File: config.mk
export PLATFORM = sky130hd
export DESIGN_NAME = counter_scheduler
export DESIGN_NICKNAME = d
export VERILOG_FILES = /design/src/rtl/counter_scheduler.sv
export SDC_FILE = /design/constraint.sdc
export NUM_CORES = 1
export LEC_CHECK = 0
export ABC_AREA = 1
export BUFFER_PORTS_ARGS = -buffer_cell sky130_fd_sc_hd__buf_2
export CORE_MARGIN = 4
export CORE_UTILIZATION = 45
export CTS_CLUSTER_DIAMETER = 200
export DETAILED_ROUTE_END_ITERATION = 8
export PLACE_DENSITY_LB_ADDON = 0.25
export REMOVE_ABC_BUFFERS = 1
export SYNTH_ARGS = -nofsm -noshare
export SYNTH_HDL_FRONTEND = slang
export SYNTH_SLANG_ARGS = --single-unit
export TNS_END_PERCENT = 30
File: constraint.sdc
create_clock -name clk -period 5 [get_ports clk]
set_input_delay 0.75 -clock clk [delete_from_list [all_inputs] [get_ports clk]]
set_output_delay 0.75 -clock clk [all_outputs]
set_load 0.05 [all_outputs]
File: src/rtl/counter_scheduler.sv
`default_nettype none
// ============================================================================
//  Module      : counter_scheduler
//  Description : Round-robin front end that time-shares one Top counter
//                between NUM_REQ requesters. Loads the winner's stop value
//                through the counter's active-low reset, waits for done under
//                a cycle watchdog and returns a tagged completion carrying the
//                measured run length.
//  Revision    : 1.0 - initial release
// ============================================================================
module counter_scheduler #(
    parameter int INPUT_WIDTH = 64,
    parameter int NUM_REQ     = 4,
    parameter int TIMEOUT     = 1024,
    parameter int ID_W        = $clog2(NUM_REQ)
) (
    input  logic                           clk,
    input  logic                           reset,
    input  logic [NUM_REQ-1:0]             req_valid,
    output logic [NUM_REQ-1:0]             req_ready,
    input  logic [NUM_REQ*INPUT_WIDTH-1:0] req_stop,
    output logic                           ctr_reset_l,
    output logic [INPUT_WIDTH-1:0]         ctr_stop,
    input  logic                           ctr_done,
    output logic                           rsp_valid,
    input  logic                           rsp_ready,
    output logic [ID_W-1:0]                rsp_id,
    output logic [INPUT_WIDTH-1:0]         rsp_cycles,
    output logic                           rsp_timeout,
    output logic                           busy
);

    typedef enum logic [1:0] {
        S_IDLE = 2'd0,
        S_LOAD = 2'd1,
        S_RUN  = 2'd2,
        S_RESP = 2'd3
    } state_t;

    state_t                 r_state;
    logic [ID_W-1:0]        r_rr;
    logic [ID_W-1:0]        r_id;
    logic [INPUT_WIDTH-1:0] r_stop;
    logic [INPUT_WIDTH-1:0] r_elapsed;
    logic                   r_ctr_reset_l;
    logic                   r_rsp_valid;
    logic [INPUT_WIDTH-1:0] r_rsp_cycles;
    logic                   r_rsp_timeout;
    logic                   r_busy;

    logic [ID_W:0]          w_pos;
    logic                   w_found;
    logic [ID_W-1:0]        w_win;
    logic [ID_W-1:0]        w_rr_next;
    logic [INPUT_WIDTH-1:0] w_win_stop;
    logic                   w_grant;
    logic                   w_timeout_hit;

    // Circular priority search starting at the round-robin pointer; the
    // extra bit in w_pos lets the wrap be done by a single subtraction.
    always_comb begin
        w_found = 1'b0;
        w_win   = '0;
        w_pos   = '0;
        for (int i = 0; i < NUM_REQ; i++) begin
            w_pos = {1'b0, r_rr} + (ID_W+1)'(i);
            if (w_pos >= (ID_W+1)'(NUM_REQ)) begin
                w_pos = w_pos - (ID_W+1)'(NUM_REQ);
            end
            if (!w_found && req_valid[w_pos[ID_W-1:0]]) begin
                w_found = 1'b1;
                w_win   = w_pos[ID_W-1:0];
            end
        end
    end

    // Grant is only offered from IDLE and never while reset is held.
    assign w_grant   = (r_state == S_IDLE) && !reset && w_found;
    assign w_rr_next = (w_win == ID_W'(NUM_REQ - 1)) ? '0 : w_win + ID_W'(1);

    // One-hot ready and the winner's stop value, selected by index.
    always_comb begin
        req_ready  = '0;
        w_win_stop = '0;
        for (int i = 0; i < NUM_REQ; i++) begin
            if (w_win == ID_W'(i)) begin
                req_ready[i] = w_grant;
                w_win_stop   = req_stop[i*INPUT_WIDTH +: INPUT_WIDTH];
            end
        end
    end

    // Watchdog compares against the cleared-in-LOAD run counter; a zero
    // TIMEOUT removes the abort path entirely.
    assign w_timeout_hit = (TIMEOUT != 0) && (r_elapsed == INPUT_WIDTH'(TIMEOUT));

    // Scheduler FSM with all counter-side and response outputs registered.
    always_ff @(posedge clk) begin
        if (reset) begin
            r_state       <= S_IDLE;
            r_rr          <= '0;
            r_id          <= '0;
            r_stop        <= '0;
            r_elapsed     <= '0;
            r_ctr_reset_l <= 1'b0;
            r_rsp_valid   <= 1'b0;
            r_rsp_cycles  <= '0;
            r_rsp_timeout <= 1'b0;
            r_busy        <= 1'b0;
        end else begin
            case (r_state)
                S_IDLE: begin
                    if (w_found) begin
                        r_stop  <= w_win_stop;
                        r_id    <= w_win;
                        r_rr    <= w_rr_next;
                        r_busy  <= 1'b1;
                        r_state <= S_LOAD;
                    end
                end
                S_LOAD: begin
                    // Counter captures ctr_stop during this cycle, then runs.
                    r_elapsed     <= '0;
                    r_ctr_reset_l <= 1'b1;
                    r_state       <= S_RUN;
                end
                S_RUN: begin
                    if (ctr_done) begin
                        r_rsp_cycles  <= r_elapsed;
                        r_rsp_timeout <= 1'b0;
                        r_rsp_valid   <= 1'b1;
                        r_ctr_reset_l <= 1'b0;
                        r_state       <= S_RESP;
                    end else if (w_timeout_hit) begin
                        r_rsp_cycles  <= INPUT_WIDTH'(TIMEOUT);
                        r_rsp_timeout <= 1'b1;
                        r_rsp_valid   <= 1'b1;
                        r_ctr_reset_l <= 1'b0;
                        r_state       <= S_RESP;
                    end else if (r_elapsed != '1) begin
                        r_elapsed <= r_elapsed + INPUT_WIDTH'(1);
                    end
                end
                S_RESP: begin
                    // Counter stays parked in reset until the response drains.
                    if (rsp_ready) begin
                        r_rsp_valid <= 1'b0;
                        r_busy      <= 1'b0;
                        r_state     <= S_IDLE;
                    end
                end
                default: begin
                    r_state <= S_IDLE;
                end
            endcase
        end
    end

    assign ctr_reset_l = r_ctr_reset_l;
    assign ctr_stop    = r_stop;
    assign rsp_valid   = r_rsp_valid;
    assign rsp_id      = r_id;
    assign rsp_cycles  = r_rsp_cycles;
    assign rsp_timeout = r_rsp_timeout;
    assign busy        = r_busy;

endmodule
`default_nettype wire

==> summary.md <==
| Metric | Value |
|---|---|
| Status | `finished, final reports clean` |
| Reg power frac | `a little under a quarter` |
| Crit-path cells | `inv_2, nand2_1, o21ai_1, o21ai_0, nor2_1, nand2_1, o21ai_0, inv_1, ha_4, inv_1, nor2_1, buf_2` |
| Commonest non-fill, non-tap cell in the layout | `nand2_1` |
| Post-synthesis cell count | `slightly below 2,000` |
| Clk sink count | `between 200 and 250` |
| Max Cap Violations | `0` |
| DIE WIDTH | `about 170 um` |
| Clock power share | `18.8%` |
| Avg Synthesized Cell Area | `just over 6 um^2` |
| Crit path time final | `slightly above 4 ns` |
| Setup CP Type | `register to output port` |
| Largest net degree at the start of global routing | `132` |
| Pleak | `6.50 nW` |
| Initial antenna violation count | `20` |
| Total CTS buffers | `24` |
| H-tree depth | `1` |
| Slowest stage delay, CP | `0.54 ns` |
| Yosys warning count | `0` |
| I/O pin count | `402` |
| Number of global-route vias before repair | `around 13,000` |
| Total grt overflow | `0` |
| Cell internal pwr | `approximately 4.6 mW` |
| Synth cell types | `35` |
| Initial DRC Count | `1,235` |
| Startpoint Class | `register` |
| #FFs+latches synth | `around 200` |
| Final Net Count | `2,568` |
| CTS tree | `done` |
| Sw frac | `50.9%` |
| Worst-margin pin slew | `1.18 ns` |
| WL/cell | `19.3 um` |
| DRT Pass-1 Iters | `6` |
| # DRC | `0` |
| Worst Hold Launch | `rsp_cycles[16]` |
| Sequential share of the synthesized area | `33.0%` |
| Mapped Area | `12,200 um^2` |
| Peak ir drop on the vdd network | `roughly 760 uV` |
| Max frequency | `around 240 MHz` |
| # fillers | `2,803` |
| Worst flop-to-flop path startpoint | `r_rr[0]` |
| First-pass GRT wire length | `around 80,000 um` |
| HPWL after DPL | `around 39,000 um` |
| Via-to-Cell Ratio | `5.40` |
| Critical Path Slowest Stage Cell | `ha_4` |
| Worst setup EP type | `output port` |
| DRT antenna net count | `0` |
| Postcts setup bufs | `0` |
| Max-slew headroom | `21.1%` |
| RSZ-0062 raised after global routing | `no` |
| Starting density of the core | `45.5%` |
| Worst min path class | `register to register` |
| Setup TNS | `0 ns` |
| Gp weighted congestion | `0.984` |
| Crit-path max FO | `62` |
| Total wire length | `51,300 um` |
| Die Y | `173 um` |
| Total GRT Usage | `32.4%` |
| Core area | `approximately 27,000 um^2` |
| Post-cts sizing count | `0` |
| Fin util | `56.3%` |
| Critical Path Start | `r_rr[0]` |
| Final Cycle Share | `just over 80%` |
| Share of layout cells above drive strength 1 | `20.7%` |
| PwrDens | `roughly 620 nW/um^2` |
| Area delta synth->final | `23.6%` |
| Placed Area | `14,300 um^2` |
| Worst EP required | `~4.3 ns` |
| Critical Path AT | `3.39 ns` |
| Die area | `roughly 30,000 um^2` |
| Fin. Hold Viols | `0` |
| Via count | `14,391` |
| P_sw | `4.78 mW` |
| # rows | `60` |
| Worst Clk Skew | `0.0262 ns` |
| Slew Viols, Final | `0` |
| Root buf cell | `clkbuf_16` |
| Design Area, Final | `15,100 um^2` |
| Power share of the combinational group | `58.0%` |
| Most frequent cells in the layout | `nand2_1 (589), buf_2 (401), nor2_1 (283)` |
| Hold Buf Count CTS | `0` |
| Max Buffers Root-to-Sink | `3` |
| Worst-path clk slew | `approximately 0.06 ns` |
| Clk_lat worst skew | `0.54 ns` |
| Final setup fails | `0` |
| PortBufs | `roughly 400` |
==> path summary, 6_finish.rpt <==
| kind | endpoint | slack [ns] | cells after the start |
|---|---|---|---|
| worst max register to register | ctr_stop[20] | 1.22 | 14 |
| worst min register to register | rsp_cycles[16] | 0.46 | 2 |
| worst min-delay path | rsp_cycles[16] | 0.46 | 2 |
| worst max-delay path | req_ready[2] | 0.86 | 12 |
==> flip-flops by register name, summed over array words and instances, names as in the netlist, 2 cells and up <==
signal      count
r_state         2
rsp_cycles     64
rsp_id          2
r_elapsed      64
r_rr            2
ctr_stop       64
==> logic make-up (layout without fill, tap and decap cells) <==
kind of cell | count (synthesis) | in the layout | share of synthesized area [%]
buffers and inverters | 252 | 597 | 8.43
adders and majority gates | 11 | 11 | 1.12
other | 0 | 13 | 0
muxes | 64 | 64 | 5.23
and+or+nand+nor | 1037 | 1037 | 34.2
AOI/OAI and AO/OA | 386 | 386 | 17.2
DFF | 202 | 202 | 33.0
xor gates and xnor gates | 12 | 12 | 0.859
==> cell usage after synthesis <==
cell,instances,area share (%)
nand3b_1,3,0.18
nand3_2,1,0.082
dfxtp_1,202,33
buf_2,27,1.1
nand3_1,119,4.9
buf_1,6,0.18
buf_4,2,0.12
nand4_1,14,0.72
buf_6,6,0.55
ha_1,11,1.1
xnor2_1,5,0.36
nand2_1,590,18
nor2_1,284,8.7
inv_2,5,0.15
nor2_2,4,0.20
nor4_1,1,0.051
clkbuf_1,71,2.2
nor3b_1,2,0.12
inv_1,135,4.1
nand2_4,1,0.092
o21ai_2,1,0.072
o21ai_0,144,5.9
o21ai_1,3,0.12
a22oi_1,64,3.9
a21oi_1,172,7.0
nor2_4,4,0.37
nand2_2,5,0.26
a31oi_1,1,0.051
o21a_1,1,0.061
nor3_2,1,0.082
nor3_1,6,0.25
mux2i_1,64,5.2
and2_1,1,0.051
xor2_1,7,0.50
and3_1,1,0.051
==> worst max-delay path: cells and delay by family (launching register included) <==
family	cells	cell delay [ns]
buffers and inverters	4	0.72
flip-flops	1	0.52
adder cells (fa/ha/maj)	1	0.54
AO/OA/AOI/OAI	3	0.66
AND/OR/NAND/NOR	4	0.40
==> final cells by class <==
cell class | count | area (um^2) | area share, %
Inverter | 140 | 528 | 3.49
Clock buffer | 34 | 668 | 4.41
Sequential cell | 202 | 4040 | 26.7
Clock inverter | 8 | 104 | 0.686
Multi-Input combinational cell | 1510 | 7210 | 47.6
Timing Repair Buffer | 415 | 2120 | 14.0
Antenna cell | 13 | 32.5 | 0.215
Tap cell | 341 | 427 | 2.82
==> through the flow <==
stage | total power, mW | setup WS (ns) | hold WS (ns) | cells
finish | 9.39 | 0.860 | 0.457 | 2663
global route | 10.1 | 0.544 | 0.476 | 2662
CTS | 9.37 | 0.895 | 0.458 | 2650
detailed placement | 7.59 | 0.975 | 0.449 | 2608
global placement | 7.49 | 1.14 | 0.444 | 2608
floorplan | 6.13 | -0.470 | 0.466 | 1852
==> power by group through the flow <==
| stage | registers, mW | logic [mW] | clock network [mW] |
|---|---|---|---|
| final | 2.18 | 5.45 | 1.76 |
| after floorplan | 2.81 | 3.32 | 0 |
| after global routing | 2.21 | 6.01 | 1.85 |
| after CTS | 2.17 | 5.42 | 1.78 |
| after detailed placement | 2.19 | 5.40 | 0 |
| after global placement | 2.20 | 5.29 | 0 |
==> layer usage <==
layer  routed length (um)  up-vias  track usage, %  share of wire, %
li1                     -     7059               -                 -
met1                20700     6616            40.6                40
met2                24700      595            55.3                48
met3                 4180      105            7.76               8.1
met4                 1690       16            9.91               3.3
met5                  104        -               0              0.20
(Power assumes the default switching activity.)
